--- config.mk ---
export PLATFORM = sky130hd
export DESIGN_NAME = decode_stage
export DESIGN_NICKNAME = d
export VERILOG_FILES = /design/src/rtl/rv_decode_pkg.sv /design/src/rtl/rv_inst_decode.sv /design/src/rtl/decode_stage.sv
export SDC_FILE = /design/constraint.sdc
export NUM_CORES = 1
export LEC_CHECK = 0
export CAP_MARGIN = 20
export CORE_ASPECT_RATIO = 2
export CORE_UTILIZATION = 40
export CTS_CLUSTER_DIAMETER = 40
export DETAILED_ROUTE_END_ITERATION = 8
export MAX_ROUTING_LAYER = met4
export PLACE_DENSITY_LB_ADDON = 0.05
export SYNTH_ARGS = -nofsm -noshare
export SYNTH_HDL_FRONTEND = slang
export SYNTH_SLANG_ARGS = --single-unit
--- constraint.sdc ---
create_clock -name clk -period 4.1 [get_ports clk]
set_input_delay 0.41 -clock clk [delete_from_list [all_inputs] [get_ports clk]]
set_output_delay 0.41 -clock clk [all_outputs]
set_load 0.02 [all_outputs]
--- src/rtl/rv_decode_pkg.sv ---
// rv_decode_pkg -- shared types for the RV32I decode stage.
//
// Contents:
//   inst_t          : instruction format (R=0 I=1 S=2 SB=3 UJ=4 U=5)
//   OP_*            : major opcodes recognised by the decoder
//   decode_bundle_t : one fully decoded instruction. pc/imm are sized for the
//                     widest supported datapath (64 bits); a 32-bit stage uses
//                     only the low XLEN bits.
package rv_decode_pkg;

    localparam int XLEN_MAX = 64;

    typedef enum logic [2:0] {
        INST_R  = 3'd0,
        INST_I  = 3'd1,
        INST_S  = 3'd2,
        INST_SB = 3'd3,
        INST_UJ = 3'd4,
        INST_U  = 3'd5
    } inst_t;

    localparam logic [6:0] OP_LOAD   = 7'b0000011;
    localparam logic [6:0] OP_IMM    = 7'b0010011;
    localparam logic [6:0] OP_JALR   = 7'b1100111;
    localparam logic [6:0] OP_SYSTEM = 7'b1110011;
    localparam logic [6:0] OP_STORE  = 7'b0100011;
    localparam logic [6:0] OP_BRANCH = 7'b1100011;
    localparam logic [6:0] OP_JAL    = 7'b1101111;
    localparam logic [6:0] OP_LUI    = 7'b0110111;
    localparam logic [6:0] OP_AUIPC  = 7'b0010111;
    localparam logic [6:0] OP_REG    = 7'b0110011;

    typedef struct packed {
        logic [XLEN_MAX-1:0] pc;
        logic [XLEN_MAX-1:0] imm;
        logic [4:0]          rs1;
        logic [4:0]          rs2;
        logic [4:0]          rd;
        inst_t               inst_type;
        logic [6:0]          opcode;
        logic [2:0]          funct3;
        logic [6:0]          funct7;
        logic                illegal;
    } decode_bundle_t;

endpackage

--- src/rtl/rv_inst_decode.sv ---
// rv_inst_decode -- purely combinational RV32I field extraction.
//
// Ports:
//   inst   in  32    instruction word
//   pc     in  XLEN  instruction address (zero-extended into the bundle)
//   bundle out       decoded fields, immediate sign-extended to 64 bits
//
// Unused register fields are forced to zero so downstream hazard logic never
// sees a phantom dependency. An unrecognised opcode yields an all-zero bundle
// apart from pc, opcode and the illegal flag.
module rv_inst_decode
    import rv_decode_pkg::*;
#(
    parameter int XLEN = 32
) (
    input  logic [31:0]     inst,
    input  logic [XLEN-1:0] pc,
    output decode_bundle_t  bundle
);

    logic [6:0] opcode;
    logic       sign;
    inst_t      fmt;
    logic       legal;

    assign opcode = inst[6:0];
    assign sign   = inst[31];

    // Every legal opcode ends in 2'b11, so a compressed-looking word
    // (inst[1:0] != 2'b11) lands in the default arm by construction.
    always_comb begin
        // NOTE: every output of a combinational block gets a default first, so
        // no path leaves it unassigned and no latch is inferred.
        fmt   = INST_R;
        legal = 1'b1;
        case (opcode)
            OP_REG:                               fmt = INST_R;
            OP_LOAD, OP_IMM, OP_JALR, OP_SYSTEM:  fmt = INST_I;
            OP_STORE:                             fmt = INST_S;
            OP_BRANCH:                            fmt = INST_SB;
            OP_JAL:                               fmt = INST_UJ;
            OP_LUI, OP_AUIPC:                     fmt = INST_U;
            default:                              legal = 1'b0;
        endcase
    end

    always_comb begin
        bundle         = '0;
        bundle.pc      = XLEN_MAX'(pc);
        bundle.opcode  = opcode;
        bundle.illegal = !legal;

        if (legal) begin
            bundle.inst_type = fmt;
            bundle.rs1    = (fmt == INST_U || fmt == INST_UJ) ? 5'd0 : inst[19:15];
            bundle.rs2    = (fmt == INST_I || fmt == INST_U || fmt == INST_UJ) ? 5'd0 : inst[24:20];
            bundle.rd     = (fmt == INST_S || fmt == INST_SB) ? 5'd0 : inst[11:7];
            bundle.funct3 = (fmt == INST_U || fmt == INST_UJ) ? 3'd0 : inst[14:12];
            bundle.funct7 = (fmt == INST_R) ? inst[31:25] : 7'd0;

            case (fmt)
                INST_I:  bundle.imm = {{52{sign}}, inst[31:20]};
                INST_S:  bundle.imm = {{52{sign}}, inst[31:25], inst[11:7]};
                INST_SB: bundle.imm = {{51{sign}}, inst[31], inst[7], inst[30:25],
                                       inst[11:8], 1'b0};
                INST_U:  bundle.imm = {{32{sign}}, inst[31:12], 12'h000};
                INST_UJ: bundle.imm = {{43{sign}}, inst[31], inst[19:12], inst[20],
                                       inst[30:21], 1'b0};
                default: bundle.imm = '0;
            endcase
        end
    end

endmodule

--- src/rtl/decode_stage.sv ---
// decode_stage -- registered RV32I decode stage between fetch and execute.
//
// Ports:
//   clk, nRst            clock, asynchronous active-low reset
//   flush                synchronous; drops everything held in the stage
//   if_valid/if_ready    fetch-side handshake, if_inst/if_pc carry the word
//   id_valid/id_ready    execute-side handshake
//   id_pc, id_imm        XLEN-wide pc and sign-extended immediate
//   id_rs1/rs2/rd        register indices, zero when the format has none
//   id_type              format code (R=0 I=1 S=2 SB=3 UJ=4 U=5)
//   id_opcode/funct3/7   raw opcode and funct fields
//   id_illegal           unsupported encoding
//
// Decoding happens before the registers, so both the output register and the
// skid register hold finished bundles. With SKID_EN=1 if_ready comes straight
// from a flop; the skid entry absorbs the one word fetch may send in the cycle
// the output stalls. With SKID_EN=0 there is no skid and if_ready is derived
// combinationally from id_ready.
module decode_stage
    import rv_decode_pkg::*;
#(
    parameter int XLEN    = 32,
    parameter bit SKID_EN = 1'b1
) (
    input  logic            clk,
    input  logic            nRst,
    input  logic            flush,
    input  logic            if_valid,
    output logic            if_ready,
    input  logic [31:0]     if_inst,
    input  logic [XLEN-1:0] if_pc,
    output logic            id_valid,
    input  logic            id_ready,
    output logic [XLEN-1:0] id_pc,
    output logic [XLEN-1:0] id_imm,
    output logic [4:0]      id_rs1,
    output logic [4:0]      id_rs2,
    output logic [4:0]      id_rd,
    output logic [2:0]      id_type,
    output logic [6:0]      id_opcode,
    output logic [2:0]      id_funct3,
    output logic [6:0]      id_funct7,
    output logic            id_illegal
);

    typedef enum logic [1:0] {
        ST_EMPTY = 2'd0,
        ST_FULL  = 2'd1,
        ST_SKID  = 2'd2
    } state_t;

    state_t         state_q, state_d;
    decode_bundle_t dec, out_q, skid_q;
    logic           if_ready_q;
    logic           accept;
    logic           load_out_dec, load_out_skid, load_skid;

    rv_inst_decode #(.XLEN(XLEN)) u_decode (
        .inst   (if_inst),
        .pc     (if_pc),
        .bundle (dec)
    );

    assign if_ready = SKID_EN ? if_ready_q : (state_q == ST_EMPTY || id_ready);
    assign accept   = if_valid && if_ready;

    always_comb begin
        state_d       = state_q;
        load_out_dec  = 1'b0;
        load_out_skid = 1'b0;
        load_skid     = 1'b0;
        case (state_q)
            ST_EMPTY: begin
                if (accept) begin
                    state_d      = ST_FULL;
                    load_out_dec = 1'b1;
                end
            end
            ST_FULL: begin
                if (id_ready) begin
                    if (accept) load_out_dec = 1'b1;
                    else        state_d      = ST_EMPTY;
                end else if (accept) begin
                    // Output is stalled: park the new bundle behind it.
                    state_d   = ST_SKID;
                    load_skid = 1'b1;
                end
            end
            ST_SKID: begin
                // if_ready is low here, so nothing new can arrive.
                if (id_ready) begin
                    state_d       = ST_FULL;
                    load_out_skid = 1'b1;
                end
            end
            default: state_d = ST_EMPTY;
        endcase

        // Flush wins over any same-cycle accept; the accepted word is lost.
        if (flush) begin
            state_d       = ST_EMPTY;
            load_out_dec  = 1'b0;
            load_out_skid = 1'b0;
            load_skid     = 1'b0;
        end
    end

    always_ff @(posedge clk or negedge nRst) begin
        if (!nRst) begin
            state_q    <= ST_EMPTY;
            if_ready_q <= 1'b1;
        end else begin
            // NOTE: sequential state uses non-blocking assignments so every
            // flop samples values from before the edge, independent of order.
            state_q    <= state_d;
            if_ready_q <= (state_d != ST_SKID);
        end
    end

    always_ff @(posedge clk or negedge nRst) begin
        if (!nRst) begin
            // NOTE: the bundle registers are reset (not left to power-up
            // values) because every id_* output must read 0 during reset.
            out_q  <= '0;
            skid_q <= '0;
        end else begin
            if (load_out_dec)       out_q <= dec;
            else if (load_out_skid) out_q <= skid_q;
            if (load_skid)          skid_q <= dec;
        end
    end

    assign id_valid   = (state_q != ST_EMPTY);
    assign id_pc      = out_q.pc[XLEN-1:0];
    assign id_imm     = out_q.imm[XLEN-1:0];
    assign id_rs1     = out_q.rs1;
    assign id_rs2     = out_q.rs2;
    assign id_rd      = out_q.rd;
    assign id_type    = out_q.inst_type;
    assign id_opcode  = out_q.opcode;
    assign id_funct3  = out_q.funct3;
    assign id_funct7  = out_q.funct7;
    assign id_illegal = out_q.illegal;

    // A 32-bit stage carries but never presents the upper bundle bits.
    if (XLEN < XLEN_MAX) begin : g_narrow
        logic unused_upper;
        assign unused_upper = ^{out_q.pc[XLEN_MAX-1:XLEN], out_q.imm[XLEN_MAX-1:XLEN]};
    end

endmodule

# Word-level counts from Yosys, hierarchy flattened
# Cells that the tools add are included.
[op_classes]
eq_ne = 18
mux = 29
reduce_logical = 13
[ops]
columns = ["cell", "n"]
rows = [
  ["64-bit case mux with 5 select lines", 1],
  ["132-bit two-way mux", 2],
  ["82-bit two-way mux", 1],
  ["7-bit == test, second input constant", 4],
  ["7-bit by 6-bit == test with 1-bit output, second input constant", 3],
  ["5-bit two-way mux", 3],
  ["3-bit case mux with 5 select lines", 1],
  ["7-bit by 5-bit == test with 1-bit output, second input constant", 2],
  ["2-bit two-way mux", 6],
  ["1-bit two-way mux", 10],
  ["10-bit two-way mux", 1],
  ["10-bit OR reduction", 1],
  ["7-bit by 2-bit == test with 1-bit output, second input constant", 1],
  ["7-bit two-way mux", 1],
  ["3-bit by 2-bit == test with 1-bit output, second input constant", 2],
  ["3-bit == test, second input constant", 2],
  ["2-bit case mux with 3 select lines", 1],
  ["1-bit logical OR", 4],
  ["2-bit nonzero test", 2],
  ["4-bit OR reduction", 1],
  ["3-bit by 1-bit == test with 1-bit output, second input constant", 1],
  ["3-bit zero test", 1],
  ["3-bit two-way mux", 1],
  ["2-bit by 1-bit == test with 1-bit output, second input constant", 1],
  ["other kinds (7)", 7],
]
[totals]
elab_cells = 82
output_inout_bits = 102
regBits = 235
inputBits = 69

# Depth between registers and ports, before layout
[depth]
ltp_word = 9
ltp_mapped = 7
depth_no_buf = 4

# Cells and area by module
# A second synthesis with hierarchy kept.
[hier_totals]
cells_unflattened = 893
hier_area_um2 = 10507.6
[by_module_without_submodules]
columns = ["module", "n_inst", "cells_per_inst", "seq_area_each_um2", "area_per_inst_um2"]
rows = [
  ["decode_stage", 1, 660, 5081.1, 8872.3],
  ["rv_inst_decode", 1, 233, 0.0, 1635.3],
]

# Least setup slack after synthesis
# Ideal clock, no wire load.
[synth_path]
path_type = "register to register"
startpoint = "register if_ready_q, in the netlist if_ready"
endpoint = "register out_q, in the netlist id_funct3[2]"
period_less_slack_ns = 1.841
path_slack_ns = 2.259
arrival_ns = 1.759
setup_time_ns = 0.082
path_buffers = 3
stages_incl_launch_ff = 7
required_time_ns = 4.018
cell_sequence = "dfstp_2 nor4bb_1 nand2_1 clkbuf_1 buf_2 clkbuf_1 a31oi_1"
[synth_via]
elab_chain_cells = 6
elab_cells_between_ends = 7
cone_classes = "mux: 5; reduce/logical: 2"
[synth_rtl]
columns = ["element", "line", "source"]
rows = [
  ["start: declaration", "decode_stage.sv:54", "logic if_ready_q;"],
  ["start signal: assignment", "decode_stage.sv:116", "if_ready_q <= (state_d != ST_SKID);"],
  ["1-bit logical AND (*)", "decode_stage.sv:65", "assign accept = if_valid && if_ready;"],
  ["1-bit two-way mux (*)", "decode_stage.sv:74, decode_stage.sv:81", ""],
  ["1-bit two-way mux", "decode_stage.sv:80", "if (id_ready) begin"],
  ["1-bit case mux with 2 select lines (*)", "decode_stage.sv:72", "case (state_q)"],
  ["1-bit two-way mux (*)", "decode_stage.sv:100", "if (flush) begin"],
  ["132-bit two-way mux / 2-bit nonzero test (equally long branches)", "--", ""],
  ["end signal: assignment", "decode_stage.sv:128", "else if (load_out_skid) out_q <= skid_q;"],
  ["end: declaration", "decode_stage.sv:53", "decode_bundle_t dec, out_q, skid_q;"],
]
# Mark *: on every way between the ends. The rest lies on a longest branch, timed or not.
# A chain may end at the register's enable or synchronous reset.

# Final worst setup path
[layout_path]
startpoint = "input port if_inst[6]"
endpoint = "register out_q, in the netlist id_imm[19]"
[layout_via]
elab_chain_cells = 7
elab_cells_between_ends = 23
cone_classes = "eq/ne: 15; mux: 5; reduce/logical: 3"
[layout_rtl]
columns = ["element", "line", "source"]
rows = [
  ["start: declaration", "decode_stage.sv:30", "input logic [31:0] if_inst,"],
  ["7-bit by 2-bit == test with 1-bit output, or another cell as far along", "rv_inst_decode.sv:36", "case (opcode)"],
  ["4-bit OR reduction / 2-bit OR reduction (equally long branches)", "--", ""],
  ["3-bit case mux with 5 select lines", "rv_inst_decode.sv:36", ""],
  ["3-bit == test, or another cell as far along", "rv_inst_decode.sv:61", "case (fmt)"],
  ["64-bit case mux with 5 select lines", "rv_inst_decode.sv:61", ""],
  ["82-bit two-way mux (*)", "rv_inst_decode.sv:53", "if (legal) begin"],
  ["132-bit two-way mux (*)", "decode_stage.sv:127", "if (load_out_dec) out_q <= dec;"],
]
# Marks and branches as above.

==> impl_metrics.ini <==
[yosys]
ys_warn_count = 0
synth_top_area_share_pct = 55.9
ys_seq_elements = 203
synth_edf_count = 0
yosysTopAreaCell = dfrtp_1
ys.flop_type = dfrtp_1
synth_cell_types = 50
synth_area_um2 = 9040
syn_nets = 1087
synth_area_leaders = dfrtp_1, nand2_1, a31oi_1
synth_seq_area_share_pct = 56.2
avgSynthCellArea_um2 = 8.88
async_reset_ff_share_pct = 100
syn_inst = 1018

[place]
numPlacedInstances = 1407
place.gp.congestion = 0.824
hpwlAfterDp_um = 16900
dpl_worst_slack_ns = 1.25
portBuffers = 170

[worst_setup_path]
rr_worst_depth = 5
required_ns = 4.51
cp.arrival_ns = 2.74
path_class = input pin to flip-flop
reg2reg_from = if_ready$_DFF_PN1_
crit_fanout = 20
setup.worst_path.start_class = input pin
cp-startpoint = if_inst[6]
endpoint_kind = flip-flop

[clocking]
cts_resized = 0
h-tree-depth = 1
root_buffer = clkbuf_16
clk_latency_ns = 0.50
clk_pin_slew_ns = 0.06
cts.sinks = 203
cts_tree = built
cts_hold_buf = 0
cts_made_buffers = 22
post_cts_buffers = 0
clockBufferDepth = 3

[pwr]
leakage_nw = 5.35
p_per_area_nw_per_um2 = 496
ir_drop_v = 0.000346

[floorplanning]
dieArea_um2 = 23200
fp.dieW_um = 108
row_count = 77
core_um2 = 22200
die_h_um = 215
initial_utilization_pct = 40.8
ios = 171

[routing]
firstDrtPassIters = 5
vias_per_cell = 5.42
drt-initial-drc-count = 438
drc = 0
wl_per_cell_um = 18.3
ant_nets = 0
drt-total-wl_um = 26500
num_vias = 7847

[timing]
slew_headroom_pct = 37.7
max_freq_ghz = 0.429
finalHoldViolations = 2
worst_hold_slack_ns = -0.00419
fin_crit_sh_pct = 56.8
setup_viol = 0
fin_crit_ns = 2.33
drv_slew = 0
fin_ws_ns = 1.77
clock_skew_ns = 0.0103
finalSetupTns_ns = 0
worst_pin_slew_ns = 0.934
rsz0062_at_grt = false

[global_routing]
track_usage_pct = 23.7
gr-usage-met1_pct = 27.5
grt.busiest_layer = met2
grt_use_met3_pct = 3.16
grt_pass1_vias = 7718
grt_max_degree = 111
grt_pass1_wl_um = 41900
overflow = 0
grt.met2_usage_pct = 41.4
antenna_found_initial = 0

[run_status]
violations = negative hold slack
outcome = finished with violations

[cells_and_area]
area_growth_syn_to_layout_pct = 29.9
final_cells = 1447
drive_above_1_share_pct = 6.49
diodes = 0
fillerInstances = 2100
layout.nets = 1224

[min_path]
hp-class = input pin to async pin

[flow_run]
maxCapViolCount = 0
-- path summary, 6_finish.rpt --
check | end | slack (ns)
setup / recovery | id_imm[19]$_DFFE_PN0P_ | 1.77
hold / removal | id_pc[17]$_DFFE_PN0P_ | -0.004
setup reg to reg | skid_q[53]$_DFFE_PN0P_ | 1.82
hold reg to reg | skid_q[1]$_DFFE_PN0P_ | 0.47
max in group asynchronous | id_funct3[1]$_DFFE_PN0P_ | 2.93
min in group clk | skid_q[1]$_DFFE_PN0P_ | 0.47
-- placed cells by master (no fill, tap or decap), types with 22 or more instances in the layout --
| cell type | n |
|---|---|
| nand2_1 | 366 |
| dfrtp_1 | 202 |
| clkdlybuf4s50_1 | 169 |
| a31oi_1 | 81 |
| nor2_1 | 65 |
| a21oi_1 | 45 |
| nand3_1 | 29 |
| and3_1 | 24 |
| clkbuf_16 | 23 |
| o21ai_0 | 22 |
-- per-stage QoR --
step | utilization, % | total power [W] | hold slack (ns) | area [um^2]
after CTS | 53.0 | 0.00589 | 0.0489 | 11700
after global routing | 53.0 | 0.00610 | 0.0925 | 11700
final | 53.0 | 0.00582 | -0.00419 | 11700
after floorplan | - | 0.00320 | 0.114 | 9040
after detailed placement | 49.6 | 0.00385 | 0.462 | 11000
after global placement | 49.6 | 0.00383 | 0.456 | 11000
-- worst max-delay path: stages --
cell and delay (ns):
clkdlybuf4s50_1 0.75, or3b_1 0.55, a211oi_2 0.65, nand2_1 0.17, a32oi_1 0.20
-- routing by layer --
metal | vias to the layer above | wire length (um)
li1 | 3730 | -
met1 | 3861 | 10500
met2 | 214 | 13900
met3 | 42 | 1320
met4 | 0 | 763
met5 | - | 0
-- final cells by class --
| cell class | instances | area, um^2 | share of cell area (%) |
|---|---|---|---|
| clock buffers | 29 | 638 | 5.44 |
| inverters | 8 | 30.0 | 0.256 |
| well taps | 276 | 345 | 2.94 |
| clock inverters | 11 | 108 | 0.917 |
| repair buffers | 186 | 1860 | 15.9 |
| multi-input cells | 734 | 3670 | 31.3 |
| flip-flops and latches | 203 | 5080 | 43.3 |
-- Yosys cell counts, types with 4 or more instances --
cell type  number
inv_1           8
a211oi_1        4
buf_2          17
nor2b_1         4
a32oi_1         8
or2_2           5
clkbuf_1       51
a21oi_1        45
a22o_1          6
a31oi_1        81
a221oi_1        4
nand2_1       368
mux2i_1        13
nor2_1         67
o21ai_0        22
o2bb2ai_1      11
dfrtp_1       202
and3_1         24
nor3_1          5
nand3_1        29
-- registers in the layout (all words and copies together), names as in the netlist --
name and flops:
skid_q 100, id_rs2 5, id_type 3, id_rs1 5, state_q 2, if_ready 1
id_rd 5, id_opcode 7, id_imm 32, id_funct7 7, id_funct3 3, id_pc 32
id_illegal 1
-- power breakdown --
group          internal [W]  total (W)  switching, W
registers           0.00236    0.00257      0.000210
logic              0.000582    0.00123      0.000652
clock network       0.00117    0.00201      0.000840
-- cells by family (layout without fill, tap and decap cells) --
logic type	count (synthesis)	after routing	synth area share, %
muxes	14	14	1.56
buffers and inverters	81	234	3.76
AOI/OAI and AO/OA	197	197	14.1
DFF	203	203	56.2
and+or+nand+nor	523	523	24.3
Power figures use the tool's default switching activity.
